`config.mk`:
```
export PLATFORM = sky130hd
export DESIGN_NAME = i2c_master_engine
export DESIGN_NICKNAME = d
export VERILOG_FILES = /design/src/rtl/i2c_master_engine.sv
export SDC_FILE = /design/constraint.sdc
export NUM_CORES = 1
export LEC_CHECK = 0
export CELL_PAD_IN_SITES_DETAIL_PLACEMENT = 1
export CELL_PAD_IN_SITES_GLOBAL_PLACEMENT = 2
export CORE_ASPECT_RATIO = 2
export CORE_MARGIN = 2
export CORE_UTILIZATION = 33
export DETAILED_ROUTE_END_ITERATION = 6
export GPL_ROUTABILITY_DRIVEN = 0
export PLACE_DENSITY = 0.86
export SETUP_SLACK_MARGIN = 0.02
export SYNTH_ARGS = -nofsm -noshare
export SYNTH_HDL_FRONTEND = slang
export SYNTH_SLANG_ARGS = --single-unit
```
`constraint.sdc`:
```
create_clock -name clk -period 2 [get_ports clk]
set_input_delay 0.6 -clock clk [delete_from_list [all_inputs] [get_ports clk]]
set_output_delay 0.6 -clock clk [all_outputs]
set_load 0.005 [all_outputs]
```
`src/rtl/i2c_master_engine.sv`:
```
// Single-byte I2C master: START, 7-bit address + R/W, one data byte, ACK/NACK, STOP.
// Every bit occupies one slot of four quarters, and each quarter lasts CLK_DIV clk cycles.
module i2c_master_engine #(
    parameter int CLK_DIV = 4
) (
    input  logic       clk,
    input  logic       reset_n,
    input  logic       cmd_valid,
    output logic       cmd_ready,
    input  logic [6:0] cmd_addr,
    input  logic       cmd_rw,
    input  logic [7:0] cmd_wdata,
    output logic       scl_o,
    output logic       sda_oe,
    input  logic       sda_i,
    output logic       rsp_valid,
    output logic       rsp_nack,
    output logic [7:0] rsp_rdata,
    output logic       busy
);

    localparam int DIV_W = $clog2(CLK_DIV);
    localparam logic [DIV_W-1:0] DIV_LAST = DIV_W'(CLK_DIV - 1);

    typedef enum logic [3:0] {
        S_IDLE, S_START, S_ADDR, S_AACK, S_WDATA, S_WACK, S_RDATA, S_RNACK, S_STOP
    } state_t;

    state_t           state_q, state_d;
    logic [DIV_W-1:0] div_q, div_d;
    logic [1:0]       q_q, q_d;
    logic [2:0]       bit_q, bit_d;
    logic [7:0]       shift_q, shift_d;
    logic [7:0]       wdata_q, wdata_d;
    logic             rw_q, rw_d;
    logic             nack_q, nack_d;
    logic [7:0]       rdata_q, rdata_d;
    logic             rsp_valid_q, rsp_valid_d;
    logic             scl_q, scl_d;
    logic             oe_q, oe_d;
    logic             ready_q, ready_d;

    logic quarter_end, slot_end, sample;

    assign quarter_end = (div_q == DIV_LAST);
    assign slot_end    = quarter_end && (q_q == 2'd3);
    assign sample      = quarter_end && (q_q == 2'd2);

    // Outputs are derived from the next state so the pins change on the same edge as the slot.
    function automatic logic scl_of(state_t s, logic [1:0] q);
        case (s)
            S_IDLE, S_START: scl_of = 1'b1;
            default:         scl_of = q[1];
        endcase
    endfunction

    function automatic logic oe_of(state_t s, logic [1:0] q, logic msb);
        case (s)
            S_START:         oe_of = q[1];
            S_ADDR, S_WDATA: oe_of = ~msb;
            S_STOP:          oe_of = (q != 2'd3);
            default:         oe_of = 1'b0;
        endcase
    endfunction

    always_comb begin
        state_d     = state_q;
        div_d       = div_q;
        q_d         = q_q;
        bit_d       = bit_q;
        shift_d     = shift_q;
        wdata_d     = wdata_q;
        rw_d        = rw_q;
        nack_d      = nack_q;
        rdata_d     = rdata_q;
        rsp_valid_d = 1'b0;

        if (state_q != S_IDLE) begin
            div_d = quarter_end ? '0 : div_q + 1'b1;
            if (quarter_end) begin
                q_d = q_q + 2'd1;
            end
        end

        case (state_q)
            S_IDLE: begin
                div_d = '0;
                q_d   = 2'd0;
                if (cmd_valid) begin
                    state_d = S_START;
                    shift_d = {cmd_addr, cmd_rw};
                    wdata_d = cmd_wdata;
                    rw_d    = cmd_rw;
                    nack_d  = 1'b0;
                    rdata_d = 8'h00;
                end
            end
            S_START: begin
                if (slot_end) begin
                    state_d = S_ADDR;
                    bit_d   = 3'd0;
                end
            end
            S_ADDR: begin
                if (slot_end) begin
                    bit_d = bit_q + 3'd1;
                    if (bit_q == 3'd7) begin
                        state_d = S_AACK;
                        shift_d = wdata_q;
                    end else begin
                        shift_d = {shift_q[6:0], 1'b0};
                    end
                end
            end
            S_AACK: begin
                if (sample) begin
                    nack_d = sda_i;
                end
                if (slot_end) begin
                    bit_d = 3'd0;
                    if (nack_q) begin
                        state_d = S_STOP;
                    end else begin
                        state_d = rw_q ? S_RDATA : S_WDATA;
                    end
                end
            end
            S_WDATA: begin
                if (slot_end) begin
                    shift_d = {shift_q[6:0], 1'b0};
                    bit_d   = bit_q + 3'd1;
                    if (bit_q == 3'd7) begin
                        state_d = S_WACK;
                    end
                end
            end
            S_WACK: begin
                if (sample) begin
                    nack_d = sda_i;
                end
                if (slot_end) begin
                    state_d = S_STOP;
                end
            end
            S_RDATA: begin
                if (sample) begin
                    rdata_d = {rdata_q[6:0], sda_i};
                end
                if (slot_end) begin
                    bit_d = bit_q + 3'd1;
                    if (bit_q == 3'd7) begin
                        state_d = S_RNACK;
                    end
                end
            end
            S_RNACK: begin
                if (slot_end) begin
                    state_d = S_STOP;
                end
            end
            S_STOP: begin
                if (slot_end) begin
                    state_d     = S_IDLE;
                    rsp_valid_d = 1'b1;
                end
            end
            default: state_d = S_IDLE;
        endcase

        scl_d   = scl_of(state_d, q_d);
        oe_d    = oe_of(state_d, q_d, shift_d[7]);
        ready_d = (state_d == S_IDLE);
    end

    always_ff @(posedge clk) begin
        if (!reset_n) begin
            state_q     <= S_IDLE;
            div_q       <= '0;
            q_q         <= 2'd0;
            nack_q      <= 1'b0;
            rdata_q     <= 8'h00;
            rsp_valid_q <= 1'b0;
            scl_q       <= 1'b1;
            oe_q        <= 1'b0;
            ready_q     <= 1'b1;
        end else begin
            state_q     <= state_d;
            div_q       <= div_d;
            q_q         <= q_d;
            nack_q      <= nack_d;
            rdata_q     <= rdata_d;
            rsp_valid_q <= rsp_valid_d;
            scl_q       <= scl_d;
            oe_q        <= oe_d;
            ready_q     <= ready_d;
        end
    end

    always_ff @(posedge clk) begin
        bit_q   <= bit_d;
        shift_q <= shift_d;
        wdata_q <= wdata_d;
        rw_q    <= rw_d;
    end

    assign cmd_ready = ready_q;
    assign busy      = ~ready_q;
    assign scl_o     = scl_q;
    assign sda_oe    = oe_q;
    assign rsp_valid = rsp_valid_q;
    assign rsp_nack  = nack_q;
    assign rsp_rdata = rdata_q;

endmodule

```
# [Word-level counts from Yosys, hierarchy flattened]
# Cells that the tools add are included.
[totals] register_bits=41 input_bits=20 output_inout_bits=14 elab_cells=100
[op_classes] n_eq_ne=24 n_addsub=3 n_mux=34 bitwise_logic=3 n_reduce_logical=22
[ops] op="2-to-1 mux 4 bit" count=12
[ops] op="2-to-1 mux 8 bit" count=6
[ops] op="one-hot mux 4 bit (8 select lines)" count=1
[ops] op="one-hot mux 8 bit (3 select lines)" count=1
[ops] op="== test 4 x 3 -> 1 bit, second input constant" count=5
[ops] op="one-hot mux 8 bit (2 select lines)" count=1
[ops] op="== test 4 x 2 -> 1 bit, second input constant" count=3
[ops] op="2-to-1 mux 2 bit" count=5
[ops] op="!= test 2 bit, second input constant" count=5
[ops] op="OR reduction 2 bit" count=5
[ops] op="AND reduction 3 bit" count=3
[ops] op="== test 4 x 1 -> 1 bit, second input constant" count=2
[ops] op="== test 4 bit, second input constant" count=2
[ops] op="logical NOT 4 bit" count=2
[ops] op="== test 2 bit, second input constant" count=3
[ops] op="2-to-1 mux 3 bit" count=2
[ops] op="!= test 2 x 1 -> 1 bit, second input constant" count=3
[ops] op="one-hot mux 3 bit (2 select lines)" count=1
[ops] op="nonzero test 2 bit" count=3
[ops] op="OR reduction 3 bit" count=2
[ops] op="adder 2 x 1 -> 2 bit, second input constant" count=2
[ops] op="AND reduction 2 bit" count=2
[ops] op="AND reduction 4 bit" count=1
[ops] op="nonzero test 4 bit" count=1
[ops] op="8 further kinds" count=13

# [Logic depth before layout (Yosys ltp)]
# Gate-level depths: netlist of the first run.
[logic_depth] depth_word=7 ltp_mapped=7 depth_no_buf=7

# [Worst setup path after synthesis of the first run]
# Ideal clock, no wire load.
[synth_timing] kind="reg2reg" start="reg div_q[0]" end="reg bit_q[0] (enable)" arrival_ns=1.435 required_ns=1.617 setup_ns=0.383 path_buffers=1 path_stages_with_launch=5 synth_period_minus_slack_ns=1.818 path_slack_ns=0.182 path_cell_list="dfxtp_1 > ha_1 > buf_2 > nand2_1 > a2111oi_0"
[synth_via] elab_chain_cells=4 word_cells_on_any_way=5 cone_classes="eq/ne: 3; reduce/logical: 2"
[synth_rtl] item="start: declaration" line_no="30" source="logic [DIV_W-1:0] div_q, div_d;"
[synth_rtl] item="start signal: assignment" line_no="188" source="div_q <= div_d;"
[synth_rtl] item="== test 2 bit (*)" line_no="45" source="assign quarter_end = (div_q == DIV_LAST);"
[synth_rtl] item="logical AND 1 bit (*)" line_no="46" source="assign slot_end = quarter_end && (q_q == 2'd3);"
[synth_rtl] item="!= test 2 x 1 -> 1 bit (no source line)"
[synth_rtl] item="AND reduction 3 bit (no source line) (*)"
[synth_rtl] item="end signal: assignment" line_no="200" source="bit_q <= bit_d;"
[synth_rtl] item="end: declaration" line_no="32" source="logic [2:0] bit_q, bit_d;"
# Mark *: on every way between the ends. The rest lies on a longest branch, timed or not.
# A chain may end at the register's enable or synchronous reset.

# [Worst setup path after layout of the first run]
[layout_timing] start="in cmd_valid" end="reg oe_q, in the netlist sda_oe"
[layout_via] word_cells_on_any_way=11 cone_classes="eq/ne: 4; mux: 5; bitwise: 1; reduce/logical: 1"
[layout_lines] item="start: declaration" line_no="8" source="input logic cmd_valid,"
[layout_lines] item="2-to-1 mux 8 bit" line_no="89" source="if (cmd_valid) begin"
[layout_lines] item="one-hot mux 8 bit (3 select lines)" line_no="85" source="case (state_q)"
[layout_lines] item="net shift_d[7]" line_no="33" source="logic [7:0] shift_q, shift_d;"
[layout_lines] item="inverter 1 bit" line_no="60" source="S_ADDR, S_WDATA: oe_of = ~msb;"
[layout_lines] item="one-hot mux 1 bit (3 select lines)" line_no="58" source="case (s)"
[layout_lines] item="end signal: assignment" line_no="184" source="oe_q <= 1'b0;"
[layout_lines] item="end signal: assignment" line_no="194" source="oe_q <= oe_d;"
[layout_lines] item="end: declaration" line_no="40" source="logic oe_q, oe_d;"
# The timed path passes the listed nets, and every way through them passes these cells. The select of a mux whose other input is x is not followed.

==> results.yml, run 1 <==
status:
  status: "complete, no violations"
yosys:
  ys_ff_latch: 41
  synth_fp_nets: 203
  yosys_warnings: 0
  synth_cells: 178
  syn_avg_cell_area_um2: 10.8
  synth.largest_area_cell: "edfxtp_1"
  ys_seq_area_share_pct: 52.5
  ys_async_sr_fraction_pct: 0
  syn-cell-area_um2: 1930
  synth_top_area_share_pct: 29.6
  synth_area_leaders: "edfxtp_1, dfxtp_1, a21boi_1"
  synthFlopType: "dfxtp_1"
  ys_types: 47
  synth_edf_count: 19
power:
  switching_share_pct: 19.8
  power_density_nw_per_um2: 715
  p_leak_nw: 0.991
  p_int_mw: 1.50
  p_seq_share_pct: 49.4
  p_comb_share_pct: 8.3
  switching_power_mw: 0.371
  p_clk_share_pct: 42.3
  p_total_mw: 1.87
  ir_drop_v: 0.000510
routing:
  wl_per_cell_um: 17.1
  vias_per_cell: 5.51
  wirelength_mm: 4.94
  drtPass1Iterations: 4
  ant_nets: 0
  drc: 0
  drt_iter0_markers: 61
  dr_total_vias: 1593
worst_setup_path:
  path_max_fanout: 3
  reg2regPathDepth: 7
  end_kind: "flip-flop"
  worst-setup-path-type: "in -> reg"
  start_kind: "primary input"
  r2r_slack_ns: 0.11
  crit_arrival_ns: 2.14
  critPathLaunch: "cmd_valid"
  r2r-end: "sda_oe"
  cp.required_ns: 2.22
  timing.rr.start: "bit_q[0]"
sta:
  fmax_ghz: 0.523
  rsz0062_at_grt: "true"
  tns_ns: 0
  finClkSkew_ns: 0.00629
  fin_ws_ns: 0.0887
  hold_ws_ns: 0.436
  finalHoldViolations: 0
  slew_viol_final: 0
  finalSetupViolCount: 0
  min_period_ns: 1.91
  worstMarginPinSlew_ns: 0.453
  period_share_pct: 95.6
  slew_headroom_pct: 69.7
placed_design:
  dpl.hpwl_mm: 3.86
  portBuffers: 33
  dp_slack_ns: -0.200
  dp.cells: 281
layout:
  final_net_count: 252
  instances_no_fill: 289
  drive_gt1_share_pct: 18.4
  antenna_cells: 0
  areaGrowthSynthToFinish_pct: 35.8
  fillCellCount: 622
floorplanning:
  rows: 39
  pin_count: 34
  start_util_pct: 34.0
  core_area_um2: 5660
  die_w_um: 58.0
  die_h_um: 112
  die_area_um2: 6500
clocking:
  cts_tree: "done"
  worstSkewPairLatency_ns: 0.28
  clockBufferDepth: 2
  cts_root_buf: "clkbuf_16"
  post_cts_resized: 0
  postCtsHoldBufs: 0
  path_clk_slew_ns: 0.06
  h-tree-depth: 2
  cts.sink_count: 41
  post_cts_buffers: 0
  numCtsBuffers: 5
global_route:
  grt_pass1_wl_mm: 8.24
  grt_overflow: 0
  first_global_vias: 1738
  grt_max_degree: 15
  antenna_found_initial: 0
  grtUsageTotal_pct: 16.8
worst_hold_path:
  min_to: "div_q[0]"
  holdPathStages: 1
  min_from: "div_q[0]"
  hold_class: "reg -> reg"
job:
  cap_violations: 0
-- power by group through the flow --
stage / registers, mW / logic [mW] / clock network (mW)
after global placement: 0.939 / 0.152 / 0
after CTS: 0.923 / 0.156 / 0.812
after global routing: 0.925 / 0.170 / 0.844
final: 0.923 / 0.156 / 0.791
after detailed placement: 0.939 / 0.155 / 0
after floorplan: 0.932 / 0.0636 / 0
-- state kept, by name, summed over array words and instances, names as in the netlist, 2 cells and up --
name and count:
q_q 2, wdata_q 8, rsp_rdata 8, state_q 4, shift_q 8, div_q 2
bit_q 3
-- Yosys cell counts, drive strengths merged (2+ instances only) --
| cell type | instances |
|---|---|
| a211oi | 2 |
| a21boi | 9 |
| a21oi | 7 |
| a222oi | 6 |
| and2 | 5 |
| and3 | 4 |
| and4 | 2 |
| and4b | 2 |
| buf | 11 |
| dfxtp | 22 |
| edfxtp | 19 |
| ha | 5 |
| inv | 12 |
| nand2 | 13 |
| nand2b | 6 |
| nand3 | 3 |
| nand3b | 2 |
| nor2 | 7 |
| nor3 | 4 |
| nor4 | 3 |
| o211ai | 9 |
| o21ai | 7 |
-- through the flow --
step	util, %	cell area (µm²)
5_1_grt	46.2	2620
4_1_cts	45.9	2600
3_3_place_gp	43.3	2450
6_report	46.2	2620
2_1_floorplan	-	1930
3_5_place_dp	43.3	2450
-- metal layers --
metal | share of wire [%] | global-route usage [%]
met5 | 0 | 0
met4 | 3.5 | 8.84
met3 | 3.8 | 2.88
met2 | 59 | 32.7
met1 | 34 | 15.5
-- layout by cell type (no fill, tap or decap), drive strengths merged, types with 8 or more instances in the layout --
cell,netlist,routed
dfxtp,22,22
clkbuf,1,8
buf,11,21
inv,12,12
a21boi,9,9
nand2,13,13
o211ai,9,9
edfxtp,19,19
clkdlybuf4s50,0,33
-- how the worst max path moves through the flow --
stage / end / slack [ns] / cells after the start
final: sda_oe / 0.09 / 6
after CTS: sda_oe / 0.04 / 6
after global routing: sda_oe / 0.008 / 6
after detailed placement: sda_oe / -0.20 / 5
after floorplan: bit_q[0] / 0.18 / 4
after global placement: sda_oe / -0.15 / 5
-- final cells by class --
class                      count  area (µm²)  area share, %
clock buffer                   8         146           5.59
inverter                      12        45.0           1.72
multi-input combinational    113         811           31.0
sequential                    41        1010           38.7
tap                           61        76.3           2.92
timing repair buffer          54         526           20.1
-- critical path, stage by stage --
cell             delay, ns
clkdlybuf4s50_1       0.49
nor3b_2               0.25
o31ai_2               0.10
a221o_2               0.36
a211oi_2              0.14
o311a_1               0.18
-- cell families (layout without fill, tap and decap cells) --
kind of cell / Yosys count / count (layout) / share of synthesized area (%)
muxes: 1 / 1 / 0.520
DFF: 41 / 41 / 52.5
and+or+nand+nor: 58 / 58 / 17.8
xor gates and xnor gates: 1 / 1 / 0.455
adders and majority gates: 5 / 5 / 3.25
AOI/OAI and AO/OA: 48 / 48 / 19.3
buffers and inverters: 24 / 74 / 6.23
(Power assumes the default switching activity.)
==> run 2: changes to the inputs <==
ABC_AREA = 0   (was unset)
HOLD_SLACK_MARGIN = 0.12   (was unset)
PLACE_DENSITY = unset   (was 0.86)
PLACE_DENSITY_LB_ADDON = 0.1   (was unset)
==> run 2 against run 1 <==
Against the previous run: sequential power fell by 0.4%; fmax barely moved; power fell by 0.77%; flip-flop and latch count did not move; global-route usage rose by 0.069 points; critical path depth fell by 5; sequential share of layout area barely moved; via count fell by 3.1%; register-to-register slack improved by 0.04 ns; largest power group unchanged; highest routed layer unchanged.
==> results.yml, run 2 (synthesis results as in run 1) <==
worst_setup_path:
  worst-setup-path-type: "reg -> out"
  worstPathCellList: "clkdlybuf4s50_1"
  max_stage_delay_ns: 0.56
  start_kind: "flip-flop"
  slowest_stage: "clkdlybuf4s50_1"
  critPathBufInv: 1
  path_max_fanout: 6
  critPathTopFamily: "buffers and inverters"
  end_kind: "primary output"
  crit_arrival_ns: 1.31
  cp.required_ns: 1.40
layout:
  ff_latch_area_um2: 1010
  fillCellCount: 623
  layout_commonest_cell: "clkdlybuf4s50_1"
  areaGrowthSynthToFinish_pct: 35.7
  drive_gt1_share_pct: 20.1
  final_cell_mix: "clkdlybuf4s50_1, dfxtp_1, edfxtp_1"
  multi_input_area_um2: 855
  final_util_pct: 46.2
  final_cell_area_um2: 2620
  final_net_count: 248
  antenna_cells: 0
floorplanning:
  core_area_um2: 5660
  die_w_um: 58.0
  die_h_um: 112
  die_area_um2: 6500
  start_util_pct: 34.0
  pin_count: 34
  rows: 39
sta:
  slew_viol_final: 0
  worstMarginPinSlew_ns: 0.394
  finClkSkew_ns: 0.00689
  finalHoldViolations: 0
  fmax_ghz: 0.523
  rsz0062_at_grt: "false"
  fin_ws_ns: 0.0882
  period_share_pct: 95.6
  finalSetupViolCount: 0
  slew_headroom_pct: 73.1
  hold_ws_ns: 0.434
  min_period_ns: 1.91
routing:
  drtPass1Iterations: 5
  wl_per_cell_um: 17.3
  drt_iter0_markers: 56
  wirelength_mm: 4.92
  vias_per_cell: 5.42
  dr_total_vias: 1544
  drc: 0
  ant_nets: 0
power:
  power_density_nw_per_um2: 710
  p_leak_nw: 0.967
  ir_drop_v: 0.000756
  p_total_mw: 1.86
clocking:
  postCtsHoldBufs: 0
  path_clk_slew_ns: 0.06
  cts.sink_count: 41
  cts_root_buf: "clkbuf_16"
  cts_tree: "done"
  clockBufferDepth: 2
  h-tree-depth: 2
  worstSkewPairLatency_ns: 0.28
  numCtsBuffers: 5
global_route:
  first_global_vias: 1706
  grtUsageTotal_pct: 16.9
  grt_pass1_wl_mm: 8.42
  antenna_found_initial: 0
  grt_overflow: 0
  grt_max_degree: 16
status:
  status: "complete, no violations"
placed_design:
  portBuffers: 33
  dp_slack_ns: -0.198
  dpl.hpwl_mm: 3.72
  placed_area_um2: 2400
job:
  cap_violations: 0
worst_hold_path:
  hold_class: "reg -> reg"
run 2: metal layers:
metal	wire [µm]	vias to the layer above	GRT usage [%]
li1	-	754	-
met1	1950	749	18.9
met2	2720	33	30.2
met3	152	8	3.69
met4	97	0	6.51
met5	0	-	0
run 2: area by class of cell:
cell class | count | share of cell area [%]
clock buffers | 6 | 5.07
clock inverters | 2 | 0.383
inverters | 12 | 1.72
multi-input cells | 113 | 32.7
flip-flops and latches | 41 | 38.8
well taps | 61 | 2.92
repair buffers | 50 | 18.5
run 2: timing repair:
action	CTS	global route
buffers inserted	0	1
pin swaps	0	1
gates cloned	0	0
setup endpoints to repair	1	13
resized for setup	3	13
run 2: path summary, 6_finish.rpt:
kind | slack, ns | from | to | depth (start not counted)
worst min register to register | 0.43 | div_q[0] | div_q[0] | 1
worst max-delay path | 0.09 | rsp_nack | rsp_nack | 1
worst max register to register | 0.15 | bit_q[0] | sda_oe | 7
worst min-delay path | 0.43 | div_q[0] | div_q[0] | 1
run 2: report_power, final:
group	total [mW]	switching [mW]	leakage, nW	internal (mW)
registers	0.919	0.0121	0.360	0.907
clock network	0.785	0.313	0.0740	0.472
logic	0.151	0.0608	0.533	0.0906
total	1.86	0.386	0.967	1.47
run 2: through the flow:
stage	setup TNS, ns	std cells
after global routing	0	285
after global placement	-1.23	276
after detailed placement	-1.84	276
after floorplan	0	178
final	0	285
after CTS	0	284
